[src/rtl/vram_fill.sv]
// rtl/vram_fill.sv - CPU-side video-RAM fill/copy engine; copy mode enabled by VRAM_FILL_COPY_EN
module vram_fill #(
  parameter int ADDR_W = 16
) (
  input  logic              cpu_clk,
  input  logic              rst,
  input  logic              sel,
  input  logic [2:0]        cpu_addr,
  input  logic [7:0]        cpu_dbw,
  input  logic              cpu_we,
  output logic [7:0]        cpu_dbr,
  output logic              halt,
  output logic              irq,
  output logic [ADDR_W-1:0] mem_addr,
  output logic [7:0]        mem_dbw,
  output logic              mem_we,
  input  logic [7:0]        mem_dbr
);

  typedef enum logic [1:0] {IDLE = 2'd0, FILL = 2'd1, CRD = 2'd2, CWR = 2'd3} state_t;

  state_t            state, state_nxt;
  logic [ADDR_W-1:0] dst, cnt;
  logic [7:0]        data;
  logic              done, irq_en;
  logic [15:0]       dst16, cnt16;
  logic              cpu_wr, ctrl_wr, start, last, idle;

`ifdef VRAM_FILL_COPY_EN
  logic [ADDR_W-1:0] src;
  logic [15:0]       src16;
  assign src16 = 16'(src);
`else
  logic [7:0] unused_mem_dbr;
  assign unused_mem_dbr = mem_dbr;
`endif

  assign dst16   = 16'(dst);
  assign cnt16   = 16'(cnt);
  assign idle    = (state == IDLE);
  assign cpu_wr  = sel & cpu_we;
  assign ctrl_wr = cpu_wr & (cpu_addr == 3'd7);
  assign start   = ctrl_wr & cpu_dbw[0];
  assign last    = (cnt == ADDR_W'(1));
  assign irq     = done & irq_en;

  always_ff @(posedge cpu_clk or posedge rst) begin
    if (rst) state <= IDLE;
    else     state <= state_nxt;
  end

  always_comb begin
    state_nxt = state;
    case (state)
      IDLE: begin
        if (start && cnt != '0) begin
`ifdef VRAM_FILL_COPY_EN
          state_nxt = cpu_dbw[1] ? CRD : FILL;
`else
          state_nxt = FILL;
`endif
        end
      end
      FILL: if (last) state_nxt = IDLE;
`ifdef VRAM_FILL_COPY_EN
      CRD:  state_nxt = CWR;
      CWR:  state_nxt = last ? IDLE : CRD;
`endif
      default: state_nxt = IDLE;
    endcase
  end

  always_comb begin
    halt     = !idle;
    mem_we   = 1'b0;
    mem_addr = dst;
    mem_dbw  = data;
    case (state)
      FILL: mem_we = 1'b1;
`ifdef VRAM_FILL_COPY_EN
      CRD:  mem_addr = src;
      CWR: begin
        mem_we  = 1'b1;
        mem_dbw = mem_dbr;
      end
`endif
      default: ;
    endcase
  end

  // Register writes only land while idle; the engine only advances while busy.
  always_ff @(posedge cpu_clk or posedge rst) begin
    if (rst) begin
      dst    <= '0;
      cnt    <= '0;
      data   <= '0;
      done   <= 1'b0;
      irq_en <= 1'b0;
`ifdef VRAM_FILL_COPY_EN
      src    <= '0;
`endif
    end else begin
      if (cpu_wr && idle) begin
        case (cpu_addr)
          3'd0: dst  <= ADDR_W'({dst16[15:8], cpu_dbw});
          3'd1: dst  <= ADDR_W'({cpu_dbw, dst16[7:0]});
`ifdef VRAM_FILL_COPY_EN
          3'd2: src  <= ADDR_W'({src16[15:8], cpu_dbw});
          3'd3: src  <= ADDR_W'({cpu_dbw, src16[7:0]});
`endif
          3'd4: cnt  <= ADDR_W'({cnt16[15:8], cpu_dbw});
          3'd5: cnt  <= ADDR_W'({cpu_dbw, cnt16[7:0]});
          3'd6: data <= cpu_dbw;
          default: ;
        endcase
      end
      if (ctrl_wr) begin
        irq_en <= cpu_dbw[2];
        if (idle) done <= start && (cnt == '0);
      end
      case (state)
        FILL, CWR: begin
          dst <= dst + ADDR_W'(1);
          cnt <= cnt - ADDR_W'(1);
          if (last) done <= 1'b1;
        end
`ifdef VRAM_FILL_COPY_EN
        CRD: src <= src + ADDR_W'(1);
`endif
        default: ;
      endcase
    end
  end

  always_comb begin
    cpu_dbr = 8'h00;
    case (cpu_addr)
      3'd0: cpu_dbr = dst16[7:0];
      3'd1: cpu_dbr = dst16[15:8];
`ifdef VRAM_FILL_COPY_EN
      3'd2: cpu_dbr = src16[7:0];
      3'd3: cpu_dbr = src16[15:8];
`endif
      3'd4: cpu_dbr = cnt16[7:0];
      3'd5: cpu_dbr = cnt16[15:8];
      3'd6: cpu_dbr = data;
      3'd7: cpu_dbr = {!idle, done, 3'b000, irq_en, 2'b00};
      default: ;
    endcase
  end

endmodule
[config.mk]
export PLATFORM = sky130hd
export DESIGN_NAME = vram_fill
export DESIGN_NICKNAME = d
export VERILOG_FILES = /design/src/rtl/vram_fill.sv
export SDC_FILE = /design/constraint.sdc
export NUM_CORES = 1
export LEC_CHECK = 0
export ABC_AREA = 1
export CAP_MARGIN = 20
export CORE_ASPECT_RATIO = 0.8
export CORE_MARGIN = 1
export CORE_UTILIZATION = 49
export CTS_BUF_LIST = sky130_fd_sc_hd__clkbuf_8
export CTS_CLUSTER_SIZE = 16
export DETAILED_ROUTE_END_ITERATION = 16
export GPL_TIMING_DRIVEN = 0
export HOLD_SLACK_MARGIN = 0.02
export PLACE_DENSITY = 0.83
export SLEW_MARGIN = 10
export SYNTH_ARGS = -nofsm -noshare
export SYNTH_HDL_FRONTEND = slang
export SYNTH_SLANG_ARGS = --single-unit
[constraint.sdc]
create_clock -name cpu_clk -period 1.3 [get_ports cpu_clk]
set_input_delay 0.195 -clock cpu_clk [delete_from_list [all_inputs] [get_ports cpu_clk]]
set_output_delay 0.195 -clock cpu_clk [all_outputs]
set_load 0.01 [all_outputs]
Word-level counts from Yosys, hierarchy flattened --
Cells that the tools add are included.
Operators by class: bitwise gates (word level) 4, mux-type cells 15, equal/unequal tests 14, add/sub/neg operators 2, reductions and logical operators 20
Operators with widths (count):
- two-way mux 16 bit | 4
- one-hot mux 16 bit (2 select lines) | 2
- one-hot mux 8 bit (6 select lines) | 1
- adder 16 x 1 -> 16 bit (second input constant) | 1
- == test 16 x 1 -> 1 bit (second input constant) | 1
- zero test 16 bit | 1
- nonzero test 16 bit | 1
- subtractor 16 x 1 -> 16 bit (second input constant) | 1
- == test 3 bit (second input constant) | 4
- AND reduction 3 bit | 4
- inequality test 2 bit (second input constant) | 5
- nonzero test 2 bit | 5
- two-way mux 1 bit | 5
- bitwise AND 1 bit | 4
- two-way mux 2 bit | 2
- one-hot mux 2 bit (2 select lines) | 1
- AND reduction 2 bit | 2
- == test 3 x 1 -> 1 bit (second input constant) | 1
- logical AND 1 bit | 3
- zero test 3 bit | 1
- == test 2 x 1 -> 1 bit (second input constant) | 1
- == test 2 bit (second input constant) | 1
- zero test 2 bit | 1
- inequality test 2 x 1 -> 1 bit (second input constant) | 1
- other kinds (2) | 2
Storage, ports and cells: input bits 23, flip-flop bits (word level) 44

Logic depth before layout (Yosys ltp) --
depth in word-level cells 8, mapped depth 10, mapped depth without buffers 10

Worst setup path before layout --
OpenSTA, ideal clock, no wires.
path kind reg-to-reg, from register dst[1] (netlist: mem_addr[1]), to register dst[14] (netlist: mem_addr[14]), setup time 77 ps, required time 1223 ps, cell stages (with the launch flop) 8, setup slack -19 ps, buffers on the path 0, arrival time 1241 ps, path through dfrtp_1 -> ha_1 -> nand2_1 -> nor3_4 -> nand2_1 -> nand2_1 -> nand3_1 -> a21oi_1
Between the ends: longest elaborated chain between the ends 2
Ends and longest elaborated chain:
- from (decl) | line 23 | logic [ADDR_W-1:0] dst, cnt;
- from (signal assigned) | line 105 | 3'd0: dst <= ADDR_W'({dst16[15:8], cpu_dbw});
- from (signal assigned) | line 106 | 3'd1: dst <= ADDR_W'({cpu_dbw, dst16[7:0]});
- from (signal assigned) | line 123 | dst <= dst + ADDR_W'(1);
- adder 16 x 1 -> 16 bit | line 123
- two-way mux 16 bit | line 121 | case (state)
No other way between the ends. A chain may end at the register's enable or synchronous reset.

Final worst setup path --
from register state[0], to output port cpu_dbr[7]
Between the ends: longest elaborated chain between the ends 3
Ends and longest elaborated chain:
- from (decl) | line 22 | state_t state, state_nxt;
- from (signal assigned) | line 49 | else state <= state_nxt;
- zero test 2 bit | line 40 | assign idle = (state == IDLE);
- zero test 1 bit | line 147 | 3'd7: cpu_dbr = {!idle, done, 3'b000, irq_en, 2'b00};
- one-hot mux 8 bit (6 select lines) | line 137 | case (cpu_addr)
- to (decl) | line 11 | output logic [7:0] cpu_dbr,
No other way between the ends.

==> summary.txt <==
Clock Power Share: 13.3%
Post-route DRC: 0
Slew Viols, Final: 0
total gr overflow: 0
Flop pwr share: 31.6%
Synth Warn #: 0
violated checks: negative setup slack
pwr dens: 1270 nW/µm²
kind of start point of the critical path: register
drt wl/cell: 22.4 µm
initial antenna violation count: 0
detailed-route via count: 4447
mapped cell area: 3060 µm²
Synth cell types: 33
Final Hold Fails: 0
total die area: 6560 µm²
fillers: 297
sequential fraction of the synthesis area: 35.2%
worst setup path class: register to output pin
sw frac: 45.4%
worst slew pin tran: 0.463 ns
Final ANT Viol Nets: 0
Avg Inst Size Synth: 6.70 µm²
fin crit period: 1.76 ns
FF+latch count, synth: 43
Slew headroom: 69.1%
Post-synth EDFFs: 0
syn_nets: 482
RD Place Congestion: 0.957
final wirelength: 15200 µm
critical path required time: 1.11 ns
maximum VDD drop: 853 µV
placed insts: 587
worst setup path startpoint: state[0]$_DFFE_PP0P_
Psw: 2.92 mW
crit-path cells: buf_6, buf_8, a22oi_2, o211ai_1, buf_2
commonest cells after routing, fill and taps aside: nand2_1, buf_4, nor2_1
synthesized instance count: 456
Final period util: 135%
Leakage Power: 2.32 nW
hold-fix buffers at CTS: 0
Layout area overhead: 65.2%
antenna cells: 0
cts bufs inserted: 5
htree depth: 2
CP Max Fanout: 2
CTS clk-pin slew, worst paths: 0.08 ns
Root Buffer: clkbuf_8
Sink Count: 43
initial DRC count: 739
outcome: finished with violations
CP delay by family, top: compound AO/OA/AOI/OAI gates
RR Startpoint: cnt[9]$_DFFE_PP0P_
max cap viols: 0
GRT Overall Usage: 41.8%
final setup violating endpoints: 50
Die Span X: 90.3 µm
first-pass GRT wire length: 20800 µm
Core Rows: 25
Hold Crit Class: input port to asynchronous set/reset pin
drt first pass iters: 8
post-place setup slack: -1.18 ns
I/O pin count: 58
P_int: 3.51 mW
fmax: 568 MHz
CP max-delay cell: dfrtp_1
CTS Buffer Depth: 2
unrepaired setup endpoints after global routing: yes
fin util: 84.5%
Starting Density: 51.1%
Nets: 622
clock skew: 0.00454 ns
Die Y: 72.6 µm
CP endpoint kind: output pin
Worst path max stage delay: 0.40 ns
Avg Vias per Cell: 6.58
core area: 5970 µm²
largest net degree at the start of global routing: 25
Skew-Pair Late Insertion Delay: 0.31 ns
Layout Cells excl Fill: 676
share of cells above drive strength 1: 45.0%
buffers and inverters on the worst path: 3
HPWL after DPL: 7610 µm
vias in the first global route: 4039
worst endpoint data arrival time: 1.56 ns
PnR Total Power: 6.43 mW
TNS Setup: -10.56 ns
combinational share of power: 55.1%
Port Buf Inserts: 49
Setup WS post-layout: -0.460 ns
ys async rst share: 100%
TritonCTS clock tree: yes
commonest non-fill, non-tap cell in the layout: nand2_1
ys flop type: dfrtp_1
==> area by class of cell <==
class	instances	area (µm²)	area share (%)
sequential	43	1090	21.6
clock inverter	1	3.75	0.0743
tap	81	101	2.01
inverter	60	254	5.03
buffer	10	110	2.18
multi-input combinational	344	2290	45.4
clock buffer	5	68.8	1.36
timing repair buffer	132	1130	22.3
==> Yosys cell counts (4+ instances only) <==
library cell / number / share of area, %
a21oi_1: 48 / 7.9
a22oi_1: 5 / 1.2
buf_4: 4 / 0.98
dfrtp_1: 43 / 35
inv_1: 56 / 6.9
nand2_1: 98 / 12
nand2_2: 6 / 1.2
nand3_1: 41 / 6.7
nand4_1: 4 / 0.82
nor2_1: 72 / 8.8
o211ai_1: 8 / 2.0
o21ai_0: 20 / 3.3
o21ai_2: 9 / 2.6
o22ai_1: 8 / 1.6
==> repair_timing <==
item	CTS	global route
pin swaps	30	29
buffers inserted	64	16
resized for setup	236	61
cloned	3	1
endpoints found under the setup margin	77	53
==> logic make-up after synthesis <==
group,Yosys count,share of synthesized area (%)
compound gates,102,19.4
flops,43,35.2
fa+ha+maj,3,1.23
xor+xnor,4,1.15
buf+inv,70,9.46
simple gates,234,33.5
==> state kept, by name (all words and copies together), names as in the netlist <==
register	count
cnt	16
done	1
irq_en	1
mem_addr	16
mem_dbw	8
state	1
==> metal layers <==
metal	GRT usage, %	wire length [µm]
met1	51.2	5120
met2	65.9	6570
met3	10.8	2190
met4	28.9	1280
met5	0	0
==> power groups by stage <==
stage               sequential (mW)  clock, mW  combinational (mW)
floorplan                      2.08          0                1.08
global placement               2.11          0                1.84
detailed placement             2.13          0                1.89
CTS                            1.98      0.822                2.81
global route                   2.05      0.890                3.69
finish                         2.03      0.852                3.54
==> worst reg2reg max path, stage by stage, from the launching register on <==
cell and delay [ns]:
dfrtp_1 0.41, buf_4 0.17, nor2_1 0.21, nand2_1 0.12
inv_1 0.12, nand2_2 0.08, nand2_1 0.11, nand3_1 0.08
nand2_1 0.10, nand2_1 0.08, nand2_1 0.09
==> path summary, 6_finish.rpt <==
| kind | to | slack [ns] | cells past startpoint |
|---|---|---|---|
| worst min-delay path | state[0]$_DFFE_PP0P_ | 0.22 | 2 |
| min in group cpu_clk | mem_dbw[7]$_DFFE_PP0P_ | 0.50 | 3 |
| worst max register to register | cnt[11]$_DFFE_PP0P_ | -0.35 | 10 |
| worst min register to register | mem_dbw[2]$_DFFE_PP0P_ | 0.52 | 2 |
| worst max-delay path | cpu_dbr[7] | -0.46 | 5 |
| max in group asynchronous | mem_addr[11]$_DFFE_PP0P_ | 0.55 | 3 |
==> stage by stage <==
step                hold slack, ns  instance area, µm²
finish                       0.218                5050
global placement             0.506                3650
global route                 0.262                5050
CTS                          0.234                4730
detailed placement           0.512                3670
floorplan                    0.350                3060
No activity file was read; power rests on OpenSTA's default activity.
